[src/rtl/axi_lite_pkg.sv]
// Shared definitions for the AXI4-Lite request scheduler: state encoding,
// response codes and the data width.
package axi_lite_pkg;

  localparam int DATA_W = 32;

  localparam logic [1:0] RESP_OKAY   = 2'b00;
  localparam logic [1:0] RESP_SLVERR = 2'b10;

  localparam logic [2:0] ST_IDLE    = 3'd0;
  localparam logic [2:0] ST_WR_ADDR = 3'd1;
  localparam logic [2:0] ST_WR_RESP = 3'd2;
  localparam logic [2:0] ST_RD_ADDR = 3'd3;
  localparam logic [2:0] ST_RD_RESP = 3'd4;

  typedef enum logic [2:0] {
    IDLE    = ST_IDLE,
    WR_ADDR = ST_WR_ADDR,
    WR_RESP = ST_WR_RESP,
    RD_ADDR = ST_RD_ADDR,
    RD_RESP = ST_RD_RESP
  } state_t;

endpackage

[src/rtl/rr_arbiter.sv]
// Combinational round-robin arbiter: grants the first active request after
// the previously granted index, wrapping modulo N.
module rr_arbiter #(
  parameter int N  = 2,
  localparam int IW = (N > 1) ? $clog2(N) : 1
) (
  input  logic [N-1:0]  req,
  input  logic [IW-1:0] last,
  output logic [N-1:0]  gnt,
  output logic [IW-1:0] idx
);

  logic          found;
  logic [IW-1:0] pos;

  // Scan last+1, last+2, ... and stop at the first requester found.
  always_comb begin
    gnt   = '0;
    idx   = '0;
    found = 1'b0;
    pos   = '0;
    for (int k = 1; k <= N; k++) begin
      pos = IW'((int'(last) + k) % N);
      if (!found && req[pos]) begin
        found    = 1'b1;
        gnt[pos] = 1'b1;
        idx      = pos;
      end
    end
  end

endmodule

[src/rtl/axi_lite_req_sched.sv]
// Round-robin scheduler sharing one AXI4-Lite slave between NREQ simple
// requesters, one transaction outstanding at a time.
// Optional response watchdog enabled by defining AXI_SCHED_TIMEOUT_EN.
module axi_lite_req_sched
  import axi_lite_pkg::*;
#(
  parameter int NREQ   = 2,
  parameter int AW     = 32,
  parameter int TO_CYC = 255
) (
  input  logic                   ACLK,
  input  logic                   ARESETn,
  input  logic [NREQ-1:0]        req_valid,
  output logic [NREQ-1:0]        req_ready,
  input  logic [NREQ-1:0]        req_we,
  input  logic [NREQ*AW-1:0]     req_addr,
  input  logic [NREQ*DATA_W-1:0] req_wdata,
  output logic [NREQ-1:0]        rsp_valid,
  output logic [DATA_W-1:0]      rsp_rdata,
  output logic [1:0]             rsp_resp,
  output logic [AW-1:0]          M_AWADDR,
  output logic                   M_AWVALID,
  input  logic                   M_AWREADY,
  output logic [DATA_W-1:0]      M_WDATA,
  output logic                   M_WVALID,
  input  logic                   M_WREADY,
  input  logic [1:0]             M_BRESP,
  input  logic                   M_BVALID,
  output logic                   M_BREADY,
  output logic [AW-1:0]          M_ARADDR,
  output logic                   M_ARVALID,
  input  logic                   M_ARREADY,
  input  logic [DATA_W-1:0]      M_RDATA,
  input  logic [1:0]             M_RRESP,
  input  logic                   M_RVALID,
  output logic                   M_RREADY
);

  localparam int IW = $clog2(NREQ);

  state_t              state, state_n;
  logic [IW-1:0]       last_q, last_n, cur_q, cur_n;
  logic [NREQ-1:0]     gnt;
  logic [IW-1:0]       gnt_idx;
  logic                aw_valid_q, aw_valid_n, w_valid_q, w_valid_n;
  logic                ar_valid_q, ar_valid_n, b_ready_q, b_ready_n;
  logic                r_ready_q, r_ready_n;
  logic [AW-1:0]       awaddr_q, awaddr_n, araddr_q, araddr_n, addr_sel;
  logic [DATA_W-1:0]   wdata_q, wdata_n, wdata_sel;
  logic [NREQ-1:0]     rsp_valid_q, rsp_valid_n;
  logic [DATA_W-1:0]   rsp_rdata_q, rsp_rdata_n;
  logic [1:0]          rsp_resp_q, rsp_resp_n;

`ifdef AXI_SCHED_TIMEOUT_EN
  localparam int CW = ($clog2(TO_CYC + 1) > 8) ? $clog2(TO_CYC + 1) : 8;
  localparam logic [CW-1:0] TO_LAST = CW'(TO_CYC - 1);
  logic [CW-1:0] cnt_q, cnt_n;
`else
  localparam int unused_to_cyc = TO_CYC;
`endif

  rr_arbiter #(.N(NREQ)) u_arb (
    .req  (req_valid),
    .last (last_q),
    .gnt  (gnt),
    .idx  (gnt_idx)
  );

  // Pick out the granted requester's address and write data.
  always_comb begin
    addr_sel  = req_addr[0 +: AW];
    wdata_sel = req_wdata[0 +: DATA_W];
    for (int i = 0; i < NREQ; i++) begin
      if (gnt_idx == IW'(i)) begin
        addr_sel  = req_addr[i*AW +: AW];
        wdata_sel = req_wdata[i*DATA_W +: DATA_W];
      end
    end
  end

  // Next-state and channel sequencing; everything holds unless a handshake moves it.
  always_comb begin
    state_n     = state;
    last_n      = last_q;
    cur_n       = cur_q;
    aw_valid_n  = aw_valid_q;
    w_valid_n   = w_valid_q;
    ar_valid_n  = ar_valid_q;
    b_ready_n   = b_ready_q;
    r_ready_n   = r_ready_q;
    awaddr_n    = awaddr_q;
    araddr_n    = araddr_q;
    wdata_n     = wdata_q;
    rsp_valid_n = '0;
    rsp_rdata_n = rsp_rdata_q;
    rsp_resp_n  = rsp_resp_q;
    req_ready   = '0;
`ifdef AXI_SCHED_TIMEOUT_EN
    cnt_n       = cnt_q;
`endif
    unique case (state)
      IDLE: begin
        if (|gnt) begin
          req_ready = gnt;
          last_n    = gnt_idx;
          cur_n     = gnt_idx;
          if (req_we[gnt_idx]) begin
            state_n    = WR_ADDR;
            aw_valid_n = 1'b1;
            w_valid_n  = 1'b1;
            awaddr_n   = addr_sel;
            wdata_n    = wdata_sel;
          end else begin
            state_n    = RD_ADDR;
            ar_valid_n = 1'b1;
            araddr_n   = addr_sel;
          end
        end
      end
      WR_ADDR: begin
        if (M_AWREADY) aw_valid_n = 1'b0;
        if (M_WREADY)  w_valid_n  = 1'b0;
        if ((!aw_valid_q || M_AWREADY) && (!w_valid_q || M_WREADY)) begin
          state_n   = WR_RESP;
          b_ready_n = 1'b1;
`ifdef AXI_SCHED_TIMEOUT_EN
          cnt_n     = '0;
`endif
        end
      end
      WR_RESP: begin
`ifdef AXI_SCHED_TIMEOUT_EN
        cnt_n = cnt_q + CW'(1);
`endif
        if (M_BVALID && b_ready_q) begin
          state_n            = IDLE;
          b_ready_n          = 1'b0;
          rsp_valid_n[cur_q] = 1'b1;
          rsp_resp_n         = M_BRESP;
          rsp_rdata_n        = '0;
        end
`ifdef AXI_SCHED_TIMEOUT_EN
        else if (cnt_q == TO_LAST) begin
          state_n            = IDLE;
          b_ready_n          = 1'b0;
          rsp_valid_n[cur_q] = 1'b1;
          rsp_resp_n         = RESP_SLVERR;
          rsp_rdata_n        = '0;
        end
`endif
      end
      RD_ADDR: begin
        if (M_ARREADY) begin
          state_n    = RD_RESP;
          ar_valid_n = 1'b0;
          r_ready_n  = 1'b1;
`ifdef AXI_SCHED_TIMEOUT_EN
          cnt_n      = '0;
`endif
        end
      end
      RD_RESP: begin
`ifdef AXI_SCHED_TIMEOUT_EN
        cnt_n = cnt_q + CW'(1);
`endif
        if (M_RVALID && r_ready_q) begin
          state_n            = IDLE;
          r_ready_n          = 1'b0;
          rsp_valid_n[cur_q] = 1'b1;
          rsp_resp_n         = M_RRESP;
          rsp_rdata_n        = M_RDATA;
        end
`ifdef AXI_SCHED_TIMEOUT_EN
        else if (cnt_q == TO_LAST) begin
          state_n            = IDLE;
          r_ready_n          = 1'b0;
          rsp_valid_n[cur_q] = 1'b1;
          rsp_resp_n         = RESP_SLVERR;
          rsp_rdata_n        = '0;
        end
`endif
      end
      default: state_n = IDLE;
    endcase
  end

  // State register; reset abandons any in-flight transaction silently.
  always_ff @(posedge ACLK) begin
    if (!ARESETn) begin
      state       <= IDLE;
      last_q      <= IW'(NREQ - 1);
      cur_q       <= '0;
      aw_valid_q  <= 1'b0;
      w_valid_q   <= 1'b0;
      ar_valid_q  <= 1'b0;
      b_ready_q   <= 1'b0;
      r_ready_q   <= 1'b0;
      awaddr_q    <= '0;
      araddr_q    <= '0;
      wdata_q     <= '0;
      rsp_valid_q <= '0;
      rsp_rdata_q <= '0;
      rsp_resp_q  <= RESP_OKAY;
`ifdef AXI_SCHED_TIMEOUT_EN
      cnt_q       <= '0;
`endif
    end else begin
      state       <= state_n;
      last_q      <= last_n;
      cur_q       <= cur_n;
      aw_valid_q  <= aw_valid_n;
      w_valid_q   <= w_valid_n;
      ar_valid_q  <= ar_valid_n;
      b_ready_q   <= b_ready_n;
      r_ready_q   <= r_ready_n;
      awaddr_q    <= awaddr_n;
      araddr_q    <= araddr_n;
      wdata_q     <= wdata_n;
      rsp_valid_q <= rsp_valid_n;
      rsp_rdata_q <= rsp_rdata_n;
      rsp_resp_q  <= rsp_resp_n;
`ifdef AXI_SCHED_TIMEOUT_EN
      cnt_q       <= cnt_n;
`endif
    end
  end

  assign M_AWADDR  = awaddr_q;
  assign M_AWVALID = aw_valid_q;
  assign M_WDATA   = wdata_q;
  assign M_WVALID  = w_valid_q;
  assign M_BREADY  = b_ready_q;
  assign M_ARADDR  = araddr_q;
  assign M_ARVALID = ar_valid_q;
  assign M_RREADY  = r_ready_q;
  assign rsp_valid = rsp_valid_q;
  assign rsp_rdata = rsp_rdata_q;
  assign rsp_resp  = rsp_resp_q;

endmodule

[config.mk]
export PLATFORM = sky130hd
export DESIGN_NAME = axi_lite_req_sched
export DESIGN_NICKNAME = d
export VERILOG_FILES = /design/src/rtl/axi_lite_pkg.sv /design/src/rtl/rr_arbiter.sv /design/src/rtl/axi_lite_req_sched.sv
export SDC_FILE = /design/constraint.sdc
export NUM_CORES = 1
export LEC_CHECK = 0
export BUFFER_PORTS_ARGS = -buffer_cell sky130_fd_sc_hd__buf_2
export CAP_MARGIN = 25
export CORE_MARGIN = 5
export CORE_UTILIZATION = 45
export CTS_BUF_LIST = sky130_fd_sc_hd__clkbuf_8
export CTS_CLUSTER_DIAMETER = 30
export DETAILED_ROUTE_END_ITERATION = 12
export HOLD_SLACK_MARGIN = 0.1
export PLACE_DENSITY = 0.89
export RECOVER_POWER = 25
export SYNTH_ARGS = -nofsm -noshare
export SYNTH_HDL_FRONTEND = slang
export SYNTH_SLANG_ARGS = --single-unit
[constraint.sdc]
create_clock -name ACLK -period 2.15 [get_ports ACLK]
set_input_delay 0.215 -clock ACLK [delete_from_list [all_inputs] [get_ports ACLK]]
set_output_delay 0.215 -clock ACLK [all_outputs]
set_load 0.05 [all_outputs]
==> results by group <==
Setup path
  • CP endpoint kind: output pin
  • R2R Path Start: state[2]$_SDFFE_PN0P_
  • Critical path type: flop to output pin
  • Crit path buf inv count: 3
  • Crit path max-delay family: buffers and inverters
  • Worst-path fanout max: 20
  • CP Cell Sequence: a21boi_4 > buf_4 > nand2_1 > inv_1 > buf_2
  • Critical path's largest stage delay: 0.34 ns
  • CP arrival: 1.83 ns
  • Crit path max-delay cell type: dfxtp_1
  • Worst EP required: between 1.5 and 2 ns
  • Startpoint Class: flop
  • Crit path from: last_q$_SDFFE_PN1P_

Finish
  • Final Non-Filler Cells: around 1,100
  • Layout Area Growth over Synthesis: 38.6%
  • Post-layout util: 0.642
  • Final layout net count: 1,120
  • Share of layout cells above drive strength 1: 0.347

Clock network
  • Clk slew on worst S/H paths: about 0.080 ns
  • Clock root buffer: clkbuf_8
  • Clk Latency, worst-skew pair: 0.44 ns
  • Resized Gates After CTS: 0
  • Sinks on Clock Net: 142
  • TritonCTS clock tree: done
  • CTS buffer count: 17
  • CTS H-tree depth: 4
  • Clock Path Buffers: 2

STA
  • Slew at the pin closest to its max-slew limit: 0.653 ns
  • Worst Clk Skew: 0.00802 ns
  • WHS: 0.135 ns
  • Max Freq: 489 MHz
  • Setup TNS: 0 ns
  • Final hold vios: 0
  • Fin crit period: 2.05 ns
  • Final Max Tran Viols: 0
  • Final Setup Violations: 0
  • Final Cycle Share: 0.952
  • Max-slew headroom: 0.560
  • RSZ-0062 raised after global routing: false

Synth
  • Syn Std Cell Area: 6180 sq um
  • Share of flip-flops with an asynchronous set or reset: 0
  • Cell taking the most area after synthesis: dfxtp_1
  • Number of synthesized register bits: 142
  • Syn Inst Count: a little over 600
  • Top post-synthesis cells by area: dfxtp_1 (46%), mux2i_1 (16%), nand2_1 (6.6%)
  • Main flop type after synthesis: dfxtp_1
  • Syn nets: 790
  • Post-synth top cells: dfxtp_1 (142), nand2_1 (108), mux2i_1 (98), nor2b_1 (36)
  • EDFF count, synth: 0
  • Count leader, synth: dfxtp_1
  • Synth cell types: 38
  • Avg Inst Size Synth: between 10 and 15 sq um
  • Synth Warn #: 0
  • Top cell type's share of synthesized area: 0.460
  • Seq/Total Area, Yosys: 0.460

Run status
  • Status: finished, final reports clean

Power and ir drop
  • Pwr dens: 956 nW/um^2
  • Tot Pwr: 8.20 mW
  • Worst vdd ir: about 660 uV
  • Leak Pwr: between 4 and 5 nW

Route
  • Final WL: 19,000 microns
  • Wirelength per Cell: 16.7 microns
  • Pre-Repair DR Iteration Count: 4
  • Vias per cell: 5.16
  • 1st-iter DRT viols: between 300 and 400
  • ANT nets after route: 0
  • DR DRC count: 0
  • Vias: 5,847

Min path
  • Worst min path class: input port to flop
  • Hold wc startpoint: M_WREADY

Place
  • Cells after DPL: between 1,000 and 1,500
  • HPWL after detailed placement: 13,300 microns
  • Port Buffers: 313
  • Routability Congestion: 0.821

Flow run
  • Max cap viols: 0

GRT
  • Largest net degree at the start of global routing: 55
  • Initial antenna violation count: 0
  • GRT Residual Overflow: 0
  • GRT Total Usage: 0.227
  • First-pass GRT wire length: between 20,000 and 30,000 microns
  • Vias in the first global route: roughly 6,000

Die
  • Initial Utilization: 0.463
  • Die Span Y: 127 microns
  • IO Pins: between 300 and 400
  • Core area: approximately 13,000 sq um
  • DIE WIDTH: 127 microns
  • Die ar.: 16,200 sq um
  • FP Rows: 42
[metrics by stage]
stage,setup slack (ns),cell area (sq um)
after floorplan,0.434,6180
after global placement,0.306,7850
after detailed placement,0.229,7850
after CTS,0.0421,8630
after global routing,0.00589,8570
final,0.104,8570
[cell families after synthesis]
group / count (synthesis) / synth area share
AOI/OAI and AO/OA: 87 / 0.117
and+or+nand+nor: 198 / 0.154
buffers and inverters: 56 / 0.0490
muxes: 132 / 0.221
DFF: 142 / 0.460
[registers in the layout (all words and copies together) (netlist names), 2 cells and up]
| register | cells |
|---|---|
| M_AWADDR | 32 |
| M_ARADDR | 32 |
| M_WDATA | 32 |
| rsp_resp | 2 |
| rsp_rdata | 32 |
| state | 3 |
| rsp_valid | 2 |
[layer usage]
layer / share of wire / track usage / wire, microns / up-vias
li1: - / - / - / 2822
met1: 0.38 / 0.244 / 7130 / 2750
met2: 0.51 / 0.403 / 9660 / 236
met3: 0.086 / 0.0755 / 1630 / 39
met4: 0.030 / 0.103 / 573 / 0
met5: 0 / 0 / 0 / -
[tightest hold or removal path, cell delays in order]
cell      delay [ns]
buf_2           0.09
a21boi_0        0.08
o21a_1          0.16
[final cells by class]
| cell class | count | area [sq um] |
|---|---|---|
| fill | 1076 | 4780 |
| multi-input combinational | 417 | 3050 |
| sequential | 142 | 2840 |
| timing repair buffer | 363 | 2040 |
| clock buffer | 17 | 234 |
| tap | 176 | 220 |
| clock inverter | 14 | 171 |
| inverter | 4 | 15.0 |
| antenna | 1 | 2.50 |
[placed cells by master, fill, tap and decap left out, types with 4 or more instances in the layout]
cell,n
clkbuf_8,17
dfxtp_1,142
inv_1,4
buf_4,8
buf_12,5
clkbuf_1,66
nand2_1,108
a22oi_1,32
a21boi_0,4
nor2b_1,35
mux2i_1,98
o21ai_0,5
buf_2,246
clkinv_4,5
nand3_1,34
o211a_1,34
nor2_1,5
mux2_2,33
dlygate4sd3_1,37
[what timing repair did]
item	CTS	global route
hold buffers	37	0
hold endpoints to repair	35	0
setup endpoints to repair	0	0
buffers inserted	0	0
[where the power goes]
part	internal [mW]	switching [mW]
Clock	1.14	1.04
Sequential	2.95	0.203
Combinational	0.893	1.96
[final timing paths]
check                                    to  slack, ns  cells past startpoint
setup / recovery               req_ready[1]       0.10                      5
hold / removal        M_WVALID$_SDFFE_PN0P_       0.14                      3
setup reg to reg   rsp_resp[0]$_SDFFE_PN0P_       0.21                      6
hold reg to reg   M_AWADDR[21]$_SDFFE_PN0P_       0.46                      2
(Power assumes the default switching activity.)
